$ cat config.mk
export PLATFORM = sky130hd
export DESIGN_NAME = tqvp_gera_gray_engine
export DESIGN_NICKNAME = d
export VERILOG_FILES = /design/src/rtl/tqvp_gera_gray_pkg.sv /design/src/rtl/tqvp_gera_gray_g2b_iter.sv /design/src/rtl/tqvp_gera_gray_engine.sv
export SDC_FILE = /design/constraint.sdc
export NUM_CORES = 1
export LEC_CHECK = 0
export CAP_MARGIN = 20
export CORE_UTILIZATION = 49
export CTS_CLUSTER_SIZE = 20
export DETAILED_ROUTE_END_ITERATION = 8
export GPL_TIMING_DRIVEN = 0
export HOLD_SLACK_MARGIN = 0.12
export PLACE_DENSITY = 0.72
export SYNTH_ARGS = -nofsm -noshare
export SYNTH_HDL_FRONTEND = slang
export SYNTH_SLANG_ARGS = --single-unit
$ cat constraint.sdc
create_clock -name clk -period 4.5 [get_ports clk]
set_input_delay 0.9 -clock clk [delete_from_list [all_inputs] [get_ports clk]]
set_output_delay 0.9 -clock clk [all_outputs]
set_load 0.01 [all_outputs]
$ cat src/rtl/tqvp_gera_gray_pkg.sv
`default_nettype none
// ============================================================================
// Package : tqvp_gera_gray_pkg
// Brief   : Mode encodings, register map and bit indices for the Gray engine.
// Rev     : 1.0  initial release
// ============================================================================
package tqvp_gera_gray_pkg;

  typedef enum logic [1:0] {
    MODE_IDLE = 2'b00,
    MODE_B2G  = 2'b01,
    MODE_G2B  = 2'b10,
    MODE_CNT  = 2'b11
  } mode_e;

  typedef enum logic [0:0] {
    G2B_IDLE = 1'b0,
    G2B_RUN  = 1'b1
  } g2b_state_e;

  localparam logic [3:0] c_addr_ctrl     = 4'h0;
  localparam logic [3:0] c_addr_status   = 4'h1;
  localparam logic [3:0] c_addr_in_base  = 4'h4;
  localparam logic [3:0] c_addr_out_base = 4'h8;
  localparam logic [3:0] c_addr_prescale = 4'hC;

  localparam int c_ctrl_cnt_en   = 2;
  localparam int c_ctrl_cnt_down = 3;
  localparam int c_ctrl_clear    = 4;

  localparam int c_st_busy    = 0;
  localparam int c_st_done    = 1;
  localparam int c_st_wrap    = 2;
  localparam int c_st_overrun = 3;

  function automatic logic [31:0] bin2gray(input logic [31:0] b);
    return b ^ (b >> 1);
  endfunction

endpackage
`default_nettype wire

$ cat src/rtl/tqvp_gera_gray_g2b_iter.sv
`default_nettype none
// ============================================================================
// Module : tqvp_gera_gray_g2b_iter
// Brief  : Iterative Gray-to-binary decoder, one bit per cycle, MSB first.
// Rev    : 1.0  initial release
// ============================================================================
module tqvp_gera_gray_g2b_iter
  import tqvp_gera_gray_pkg::*;
#(
  parameter int WIDTH = 16
) (
  input  logic             clk,
  input  logic             rst,
  input  logic             start,
  input  logic             abort,
  input  logic [WIDTH-1:0] in,
  output logic             busy,
  output logic             done,
  output logic [WIDTH-1:0] out
);

  localparam int c_cw = $clog2(WIDTH);
  localparam logic [c_cw-1:0] c_last = c_cw'(WIDTH - 1);

  g2b_state_e       state_q, state_d;
  logic [WIDTH-1:0] gray_q, gray_d;
  logic [WIDTH-1:0] acc_q, acc_d;
  logic [c_cw-1:0]  step_q, step_d;
  logic             bit_new;

  // Each decoded bit is the previous binary bit XOR the current Gray bit.
  assign bit_new = acc_q[0] ^ gray_q[WIDTH-1];
  assign out     = {acc_q[WIDTH-2:0], bit_new};
  assign busy    = (state_q == G2B_RUN);

  always_comb begin
    state_d = state_q;
    gray_d  = gray_q;
    acc_d   = acc_q;
    step_d  = step_q;
    done    = 1'b0;
    case (state_q)
      G2B_IDLE: begin
        if (start && !abort) begin
          state_d = G2B_RUN;
          gray_d  = in;
          acc_d   = '0;
          step_d  = '0;
        end
      end
      G2B_RUN: begin
        acc_d  = out;
        gray_d = {gray_q[WIDTH-2:0], 1'b0};
        step_d = step_q + 1'b1;
        if (abort) begin
          state_d = G2B_IDLE;
        end else if (step_q == c_last) begin
          done    = 1'b1;
          state_d = G2B_IDLE;
        end
      end
      default: state_d = G2B_IDLE;
    endcase
  end

  always_ff @(posedge clk) begin
    if (rst) begin
      state_q <= G2B_IDLE;
      gray_q  <= '0;
      acc_q   <= '0;
      step_q  <= '0;
    end else begin
      state_q <= state_d;
      gray_q  <= gray_d;
      acc_q   <= acc_d;
      step_q  <= step_d;
    end
  end

endmodule
`default_nettype wire

$ cat src/rtl/tqvp_gera_gray_engine.sv
`default_nettype none
// ============================================================================
// Module : tqvp_gera_gray_engine
// Brief  : Register-mapped Gray encoder/decoder with optional Gray counter.
//          Define GRAY_COUNTER_EN to build MODE 11 counter and prescaler.
// Rev    : 1.0  initial release
// ============================================================================
module tqvp_gera_gray_engine
  import tqvp_gera_gray_pkg::*;
#(
  parameter int WIDTH = 16
) (
  input  logic       clk,
  input  logic       rst,
  input  logic [7:0] ui_in,
  output logic [7:0] uo_out,
  input  logic [3:0] address,
  input  logic       data_write,
  input  logic [7:0] data_in,
  output logic [7:0] data_out
);

  localparam int c_nb = WIDTH / 8;
  localparam logic [1:0] c_last_byte = 2'(c_nb - 1);

  logic [3:0]       ctrl_q, ctrl_d;
  logic [WIDTH-1:0] in_q, in_d;
  logic [WIDTH-1:0] out_q, out_d;
  logic             done_q, done_d;
  logic             overrun_q, overrun_d;

  logic             ctrl_wr, status_wr, clear, in_wr, launch, launch_ok;
  logic             mode_accepts, done_set;
  logic             g2b_start, g2b_abort, g2b_busy, g2b_done;
  logic [WIDTH-1:0] g2b_out, operand;
  mode_e            mode;

  logic             wrap_flag;
  logic [7:0]       prescale_rd;
  logic             cnt_mode_active;
  logic [WIDTH-1:0] cnt_gray;
  logic             unused_sig;

  assign unused_sig = &{1'b0, ui_in};
  assign mode       = mode_e'(ctrl_q[1:0]);
  assign uo_out     = out_q[7:0];

  assign ctrl_wr   = data_write && (address == c_addr_ctrl);
  assign status_wr = data_write && (address == c_addr_status);
  assign clear     = ctrl_wr && data_in[c_ctrl_clear];
  assign in_wr     = data_write && (address[3:2] == c_addr_in_base[3:2])
                     && (32'(address[1:0]) < c_nb);
  assign launch    = in_wr && (address[1:0] == c_last_byte);
  assign launch_ok = launch && !g2b_busy && mode_accepts;

  assign g2b_start = launch_ok && (mode == MODE_G2B);
  // Any CTRL write while decoding abandons it; CLEAR aborts unconditionally.
  assign g2b_abort = clear || (ctrl_wr && g2b_busy);

  tqvp_gera_gray_g2b_iter #(
    .WIDTH(WIDTH)
  ) u_g2b (
    .clk  (clk),
    .rst  (rst),
    .start(g2b_start),
    .abort(g2b_abort),
    .in   (operand),
    .busy (g2b_busy),
    .done (g2b_done),
    .out  (g2b_out)
  );

`ifdef GRAY_COUNTER_EN
  logic [WIDTH-1:0] cnt_q, cnt_d;
  logic [7:0]       pre_q, pre_d;
  logic [7:0]       prescale_q, prescale_d;
  logic             wrap_q, wrap_d;
  logic             cnt_run, cnt_step, cnt_load, wrap_set;

  assign mode_accepts = (mode != MODE_IDLE);

  always_comb begin
    cnt_run  = (mode == MODE_CNT) && ctrl_q[c_ctrl_cnt_en];
    cnt_step = cnt_run && (pre_q == prescale_q);
    cnt_load = launch_ok && (mode == MODE_CNT);
    cnt_d    = cnt_q;
    wrap_set = 1'b0;
    // A load in the same cycle as a step discards the step.
    if (cnt_load) begin
      cnt_d = operand;
    end else if (cnt_step) begin
      if (ctrl_q[c_ctrl_cnt_down]) begin
        cnt_d    = cnt_q - 1'b1;
        wrap_set = (cnt_q == '0);
      end else begin
        cnt_d    = cnt_q + 1'b1;
        wrap_set = &cnt_q;
      end
    end
    pre_d      = (!cnt_run || ctrl_wr || cnt_step) ? 8'd0 : pre_q + 8'd1;
    prescale_d = (data_write && (address == c_addr_prescale)) ? data_in : prescale_q;
    wrap_d     = (wrap_q & ~(status_wr & data_in[c_st_wrap])) | wrap_set;
    if (clear) begin
      cnt_d  = '0;
      pre_d  = 8'd0;
      wrap_d = 1'b0;
    end
  end

  always_ff @(posedge clk) begin
    if (rst) begin
      cnt_q      <= '0;
      pre_q      <= 8'd0;
      prescale_q <= 8'd0;
      wrap_q     <= 1'b0;
    end else begin
      cnt_q      <= cnt_d;
      pre_q      <= pre_d;
      prescale_q <= prescale_d;
      wrap_q     <= wrap_d;
    end
  end

  assign wrap_flag       = wrap_q;
  assign prescale_rd     = prescale_q;
  assign cnt_mode_active = (mode == MODE_CNT);
  assign cnt_gray        = WIDTH'(bin2gray(32'(cnt_d)));
`else
  assign mode_accepts    = (mode == MODE_B2G) || (mode == MODE_G2B);
  assign wrap_flag       = 1'b0;
  assign prescale_rd     = 8'd0;
  assign cnt_mode_active = 1'b0;
  assign cnt_gray        = '0;
`endif

  // Staged operand includes the byte being written this cycle.
  always_comb begin
    operand = in_q;
    if (in_wr) begin
      for (int j = 0; j < c_nb; j++) begin
        if (address[1:0] == 2'(j)) operand[8*j +: 8] = data_in;
      end
    end
    in_d = clear ? '0 : operand;
  end

  always_comb begin
    done_set = (launch_ok && (mode == MODE_B2G)) || g2b_done;
    ctrl_d   = ctrl_wr ? data_in[3:0] : ctrl_q;
    out_d    = out_q;
    if (launch_ok && (mode == MODE_B2G)) out_d = WIDTH'(bin2gray(32'(operand)));
    if (g2b_done) out_d = g2b_out;
    if (cnt_mode_active) out_d = cnt_gray;
    done_d    = (done_q & ~(status_wr & data_in[c_st_done])) | done_set;
    overrun_d = (overrun_q & ~(status_wr & data_in[c_st_overrun])) | (launch && g2b_busy);
    if (clear) begin
      out_d     = '0;
      done_d    = 1'b0;
      overrun_d = 1'b0;
    end
  end

  always_ff @(posedge clk) begin
    if (rst) begin
      ctrl_q    <= 4'd0;
      in_q      <= '0;
      out_q     <= '0;
      done_q    <= 1'b0;
      overrun_q <= 1'b0;
    end else begin
      ctrl_q    <= ctrl_d;
      in_q      <= in_d;
      out_q     <= out_d;
      done_q    <= done_d;
      overrun_q <= overrun_d;
    end
  end

  always_comb begin
    data_out = 8'h00;
    case (address)
      c_addr_ctrl: data_out = {4'h0, ctrl_q};
      c_addr_status: begin
        data_out[c_st_busy]    = g2b_busy;
        data_out[c_st_done]    = done_q;
        data_out[c_st_wrap]    = wrap_flag;
        data_out[c_st_overrun] = overrun_q;
      end
      c_addr_prescale: data_out = prescale_rd;
      default: begin
        if (address[3:2] == c_addr_out_base[3:2]) begin
          for (int j = 0; j < c_nb; j++) begin
            if (address[1:0] == 2'(j)) data_out = out_q[8*j +: 8];
          end
        end
      end
    endcase
  end

endmodule
`default_nettype wire

==> results of run 1 <==
## cell type report
type | instances | area share
Inverter | 5 | 0.004345
Sequential cell | 74 | 0.3430
Buffer | 35 | 0.04577
Clock buffer | 9 | 0.02868
Multi-Input combinational cell | 283 | 0.4594
Clock inverter | 7 | 0.02289
Timing Repair Buffer | 29 | 0.06721
Tap cell | 99 | 0.02868
## worst max-delay path by stage
| stage | cells past startpoint | slack, ns | end | start |
|---|---|---|---|---|
| 4_1_cts | 5 | 0.86 | data_out[0] | address[0] |
| 6_report | 5 | 0.86 | data_out[0] | address[0] |
| 3_5_place_dp | 5 | 0.87 | data_out[0] | address[0] |
| 5_1_grt | 5 | 0.77 | data_out[1] | address[0] |
| 2_1_floorplan | 3 | 1.91 | data_out[0] | address[3] |
| 3_3_place_gp | 5 | 0.87 | data_out[0] | address[0] |
## registers in the layout, summed over array words and instances (netlist names)
name,count
overrun_q,1
in_q,16
out_q,16
u_g2b.step_q,4
u_g2b.gray_q,16
ctrl_q,4
done_q,1
u_g2b.acc_q,15
u_g2b.busy,1
## synth_stat cells, types with 8 or more instances
cell,count
dfxtp_1,74
nand2_1,45
nor2_1,34
mux2i_1,24
a22oi_1,17
nand3b_1,17
nor2b_1,17
a31oi_1,15
o211ai_1,15
xor2_1,14
clkbuf_1,11
buf_2,10
buf_4,10
o21ai_0,10
xnor2_1,10
a21oi_1,8
## report_power, final
part / internal [uW] / switching (uW) / leakage [uW]
Sequential: 656 / 2.25 / 0.000596
Combinational: 33.7 / 41.5 / 0.000857
Clock: 316 / 263 / 0.000110
## kinds of logic after synthesis
family                   count (synthesis)
AND/OR/NAND/NOR                        135
adder cells (fa/ha/maj)                  3
XOR/XNOR                                24
multiplexers                            42
AO/OA/AOI/OAI                           79
buffers and inverters                   40
flip-flops                              74
## per-stage QoR
| stage | setup WS (ns) | utilization | hold WS, ns | power, uW | instances |
|---|---|---|---|---|---|
| 6_report | 0.8644 | 0.5955 | 0.4582 | 1313 | 541 |
| 5_1_grt | 0.7717 | 0.5955 | 0.4967 | 1357 | 541 |
| 4_1_cts | 0.8568 | 0.5955 | 0.4610 | 1323 | 541 |
| 3_5_place_dp | 0.8659 | 0.5648 | 0.4516 | 749.0 | 525 |
| 3_3_place_gp | 0.8722 | 0.5648 | 0.4466 | 748.2 | 525 |
| 2_1_floorplan | 1.905 | - | 0.4331 | 716.8 | 397 |
## routing by layer
layer | track usage | vias up
met2 | 0.4336 | 78
li1 | - | 1462
met4 | 0.09971 | 0
met1 | 0.3200 | 1420
met3 | 0.05037 | 15
met5 | 0 | -
## critical path: stages
cell and delay [ns]:
clkdlybuf4s50_1 0.54, buf_2 0.30, mux4_2 0.34, and2_1 0.16
clkdlybuf4s50_1 0.48
==> summary.txt, run 1 <==
Logic synthesis
  • Syn Area/Cell: 9.275 sq um
  • Post-synth EDFFs: 0
  • Mapped Nets: 423
  • Register area share after synthesis: 0.4023
  • Largest family of logic cells by synthesized area: simple AND/OR/NAND/NOR gates
  • Synth Cell Area: 3682 sq um
  • Synth area leader: dfxtp_1
  • Multiplexer share of the synthesized area: 0.1356
  • Synth area leaders: dfxtp_1 40%, mux2i_1 6.5%, nand2_1 4.6%, a22oi_1 3.5%, nand3b_1 3.5%
  • Adder-cell share of the synthesized area: 0.01019
  • Asr flop ratio synth: 0
  • Synth top area share: 0.4023
  • Ys flop type: dfxtp_1
  • Synth Area in Simple Gates: 0.1964
  • Yosys warning count: 0
  • Synth Area in Compound Gates: 0.1397
  • Cells after Synth: 397
  • Netlist cell types: 46
  • #FFs+latches synth: 74
  • Xor and xnor area share after synthesis: 0.05708

Finish
  • Synth-to-Final Area Change: 17.30%
  • Multi-input combinational cell area: about 2000 sq um
  • N_diodes: 0
  • Layout cell share with drive strength beyond 1: 0.1425
  • Nets: 463
  • Design Area, Final: 4319 sq um
  • Most common cell after layout, fill and taps aside: dfxtp_1
  • FILL cells: 677
  • Register area: 1481 sq um
  • Commonest non-fill, non-tap cells in the layout: 74 x dfxtp_1, 45 x nand2_1, 34 x nor2_1

Power
  • VDD IR-drop max: 0.0002194 V
  • Pwr/cell area: 303.9 nW/um^2
  • LEAKAGE: between 0.0015 and 0.002 uW

CTS
  • CTS tree: built
  • CTS Buffer Depth: 2
  • Skew-Pair Late Insertion Delay: about 0.36 ns
  • Post-CTS Setup Bufs: 0
  • CTS Buf Count: 9
  • # H-tree levels: 3
  • Clock root cell: clkbuf_8
  • # hold bufs at CTS: 0
  • Clock slew at reported path FFs: around 0.080 ns
  • Cts repair resizes: 0
  • Clk sinks: 74

Die
  • Row cnt: 31
  • Die width: 88.69 um
  • Die area: 7866 sq um
  • IO Pins: 39
  • Core box area: 7253 sq um
  • Initial Util: 0.5077
  • Die Ht: ~89 um

Drt
  • Initial DRT Pass Iterations: 4
  • Highest metal used: met4
  • Wirelength per Cell: 16.37 um
  • Via count: 2975
  • Post-route ant nets: 0
  • Met1 Wirelength: slightly below 4000 um
  • Met2 WL: around 4300 um
  • Final wirelength: 8855 um
  • DR iter-0 viols: 140
  • Via-per-instance ratio: 5.499
  • DRC: 0
  • Metal3 WL: 484 um

Place
  • I/O Buffers: 29
  • HPWL Detailed: between 6000 and 7000 um
  • Area post-placement: 4096 sq um
  • GPL Wtd Cong: 0.8761

Timing
  • Highest clock rate: between 200 and 300 MHz
  • Final Setup Violations: 0
  • Hold Fails Final Rpt: 0
  • Setup TNS: 0 ns
  • Final worst-path cycle share: 0.8079
  • Setup repair after global routing missed its margin: no
  • Max-slew headroom: 0.4880
  • Worst Tran Pin Value: roughly 0.77 ns
  • Worst Clk Skew: 0.01277 ns
  • Slew Viols, Final: 0
  • Min Tclk post-route: 3.636 ns

Setup path
  • Reg-to-Reg End: u_g2b.gray_q[12]
  • Worst reg2reg setup slack: 2.46 ns
  • R2R Path Start: ctrl_q[0]
  • WP data required: 3.60 ns
  • Cells on worst reg2reg path: 8
  • Crit Path Class: input pin to primary output
  • Endpoint type of the worst setup path: primary output
  • Crit Path Max Fanout: 10
  • CP arrival: between 2 and 3 ns
  • Critical Path Source Type: input pin

GRT
  • Global Route Usage Sum: 0.2555
  • Initial antenna violation count: 0
  • Largest net degree at the start of global routing: 15
  • Vias in the first global route: 2926
  • First-pass GRT wire length: 14780 um
  • Aggregate global routing overflow: 0

Min path
  • Hold_sp: done_q
  • Hold Path Stages: 2
  • Hold worst-path end: done_q
  • Worst Hold Class: flip-flop to flip-flop

Run
  • Max Cap Viol: 0

Status
  • Outcome: finished, final reports clean
Note: power is estimated with default switching activity, not from simulation.
==> inputs of run 2 (changes only) <==
==> constraint.sdc (replaced) <==
create_clock -name clk -period 3.4 [get_ports clk]
set_input_delay 0.68 -clock clk [delete_from_list [all_inputs] [get_ports clk]]
set_output_delay 0.68 -clock clk [all_outputs]
set_load 0.01 [all_outputs]
==> results of run 2 <==
Same layout as run 1 (identical final DEF). Status: finished, final reports clean.
Main changes from that run: setup slack after placement 0.8659 ns -> 0.2059 ns; setup slack after layout 0.8644 ns -> 0.2044 ns; register-to-register setup slack 2.46 ns -> 1.36 ns; total power 1313 uW -> 1737 uW; worst IR drop on VDD 0.0002194 V -> 0.0002904 V
==> inputs of run 3 (changes only) <==
--- a/config.mk
+++ b/config.mk
@@ -6,12 +6,12 @@
 export NUM_CORES = 1
 export LEC_CHECK = 0
 export CAP_MARGIN = 20
-export CORE_UTILIZATION = 49
+export CORE_UTILIZATION = 55
 export CTS_CLUSTER_SIZE = 20
 export DETAILED_ROUTE_END_ITERATION = 8
 export GPL_TIMING_DRIVEN = 0
 export HOLD_SLACK_MARGIN = 0.12
-export PLACE_DENSITY = 0.72
+export PLACE_DENSITY = 0.79
 export SYNTH_ARGS = -nofsm -noshare
 export SYNTH_HDL_FRONTEND = slang
 export SYNTH_SLANG_ARGS = --single-unit
==> run 3 against run 2 <==
Effect of this change: the flow now finishes with violations (DRC); setup slack got worse by 0.017 ns; via count increased by 1.1%; clock power decreased by 15%; cell count decreased by 4.1%; flip-flop and latch count unchanged; register-to-register slack about the same; fmax decreased by 0.54%; clock skew decreased by 0.0051 ns; critical path depth unchanged; clock-buffer cell count increased by 4; die area decreased by 11%; largest power group unchanged.
==> summary.txt, run 3 (synthesis gave the netlist of run 1 again) <==
Setup path
  • CP arrival: 2.53 ns
  • Crit Path Max Fanout: 10
  • Max stage delay on crit path: 0.55 ns
  • Critical path cell sequence: clkdlybuf4s50_1 -> buf_2 -> mux4_2 -> and2_1 -> clkdlybuf4s50_1
  • WP data required: 2.72 ns
  • Slowest cell on the critical path: clkdlybuf4s50_1
  • Endpoint type of the worst setup path: primary output
  • CP most frequent cell: clkdlybuf4s50_1
  • Crit Path Class: input pin to primary output
  • Critical Path Source Type: input pin

Die
  • Initial Util: 0.5733
  • Die area: ~7000 sq um
  • Core box area: 6422 sq um
  • IO Pins: 39
  • Die width: between 80 and 90 um
  • Die Ht: approximately 84 um
  • Row cnt: 29

Finish
  • Most common cell after layout, fill and taps aside: dfxtp_1
  • Commonest non-fill, non-tap cells in the layout: 74 x dfxtp_1, 45 x nand2_1, 34 x nor2_1
  • FILL cells: 541
  • Synth-to-Final Area Change: 15.36%
  • Finished Layout Cells: ~520
  • Multi-input combinational cell area: 1984 sq um
  • Design Area, Final: between 4000 and 5000 sq um
  • Top flop regs: in_q: 16 flops, out_q: 16 flops, u_g2b.gray_q: 16 flops
  • N_diodes: 0
  • Layout cell share with drive strength beyond 1: 0.1335
  • Register area: 1481 sq um
  • Nets: about 460

CTS
  • Skew-Pair Late Insertion Delay: 0.35 ns
  • CTS tree: built
  • Clock slew at reported path FFs: 0.07 ns
  • Post-CTS Setup Bufs: 0
  • # H-tree levels: 3
  • CTS Buffer Depth: 2
  • Cts repair resizes: 0
  • CTS Buf Count: 9
  • Clk sinks: 74
  • Clock root cell: clkbuf_8
  • # hold bufs at CTS: 0

Place
  • Placed insts: between 500 and 600
  • Pre-CTS WS: 0.1931 ns
  • I/O Buffers: 29
  • HPWL Detailed: 6613 um
  • Area post-placement: 4069 sq um
  • GPL Wtd Cong: 0.8576

Power
  • Logic pwr share: 0.062
  • LEAKAGE: approximately 0.0015 uW
  • Register share of total power: 0.537
  • Switching Power: 373.6 uW
  • Internal power: approximately 1300 uW
  • Clock network power share: 0.401
  • Pwr/cell area: roughly 380 nW/um^2
  • VDD IR-drop max: between 0.0003 and 0.0004 V
  • Sw Ratio: 0.2298

GRT
  • Initial antenna violation count: 0
  • Largest net degree at the start of global routing: 12
  • M1 GR Usage: 0.3300
  • Global Route Usage Sum: 0.2667
  • Met2 usage: 0.4553
  • Global routing's busiest layer: met2
  • Vias in the first global route: between 2000 and 3000
  • First-pass GRT wire length: 14360 um
  • Aggregate global routing overflow: 0
  • Met3 usage: 0.05539

Timing
  • PnR worst setup slack: between 0.15 and 0.2 ns
  • Max-slew headroom: 0.4925
  • Min Tclk post-route: roughly 3.2 ns
  • Setup repair after global routing missed its margin: no
  • Worst Tran Pin Value: between 0.7 and 0.8 ns
  • Setup TNS: 0 ns
  • Hold Fails Final Rpt: 0
  • Highest clock rate: 311.2 MHz
  • Final worst-path cycle share: 0.9450
  • Final Setup Violations: 0
  • Slew Viols, Final: 0
  • Worst Clk Skew: about 0.0077 ns

Drt
  • Wirelength per Cell: 17.24 um
  • DRC: 8
  • Post-route ant nets: 0
  • Final wirelength: between 8000 and 9000 um
  • Via count: ~3000
  • Initial DRT Pass Iterations: 7
  • DR iter-0 viols: 176
  • Via-per-instance ratio: between 5 and 6

Run
  • Max Cap Viol: 0

Status
  • Failing checks: DRC
  • Outcome: finished with violations

Min path
  • Worst Hold Class: flip-flop to flip-flop
[run 3: cell count changes in the layout (fill, tap and decap cells not counted), sizes merged]
cell / before / now
inv: 7 / 5
bufinv: 2 / 1
clkinvlp: 1 / 0
clkbuf: 21 / 25
[run 3: critical path: cells and delay by family]
| family | cells | cell delay, ns |
|---|---|---|
| buffers and inverters | 3 | 1.34 |
| multiplexers | 1 | 0.35 |
| AND/OR/NAND/NOR | 1 | 0.16 |
[run 3: final timing paths]
kind	start	to	slack, ns	cells after the start
worst max register to register	ctrl_q[0]	u_g2b.gray_q[11]	1.35	8
worst min register to register	done_q	done_q	0.47	2
worst max-delay path	address[0]	data_out[3]	0.19	5
worst min-delay path	done_q	done_q	0.47	2
[run 3: power by group through the flow]
stage               sequential, uW  clock (uW)  combinational, uW
detailed placement             892           0               98.9
floorplan                      891           0               57.4
CTS                            872         653               99.3
global placement               892           0               97.3
global route                   872         694                107
finish                         872         653                101
[run 3: metal layers]
layer,vias up,wire length [um],share of wire
met5,-,0,0
met4,0,204,0.023
met3,18,389,0.043
met2,101,4355,0.49
met1,1424,3998,0.45
li1,1465,-,-
[run 3: cell type report]
cell class,count,share of cell area
Timing Repair Buffer,29,0.06834
Clock inverter,3,0.009426
Tap cell,77,0.02268
Inverter,5,0.004418
Multi-Input combinational cell,283,0.4672
Clock buffer,13,0.03270
Buffer,35,0.04654
Sequential cell,74,0.3487
[run 3: per-stage QoR]
stage / power (uW) / hold slack (ns) / util
after global placement: 989.3 / 0.4479 / 0.6335
after floorplan: 948.8 / 0.4331 / -
after CTS: 1625 / 0.4681 / 0.6614
after global routing: 1673 / 0.4951 / 0.6614
after detailed placement: 991.0 / 0.4589 / 0.6335
final: 1625 / 0.4658 / 0.6614
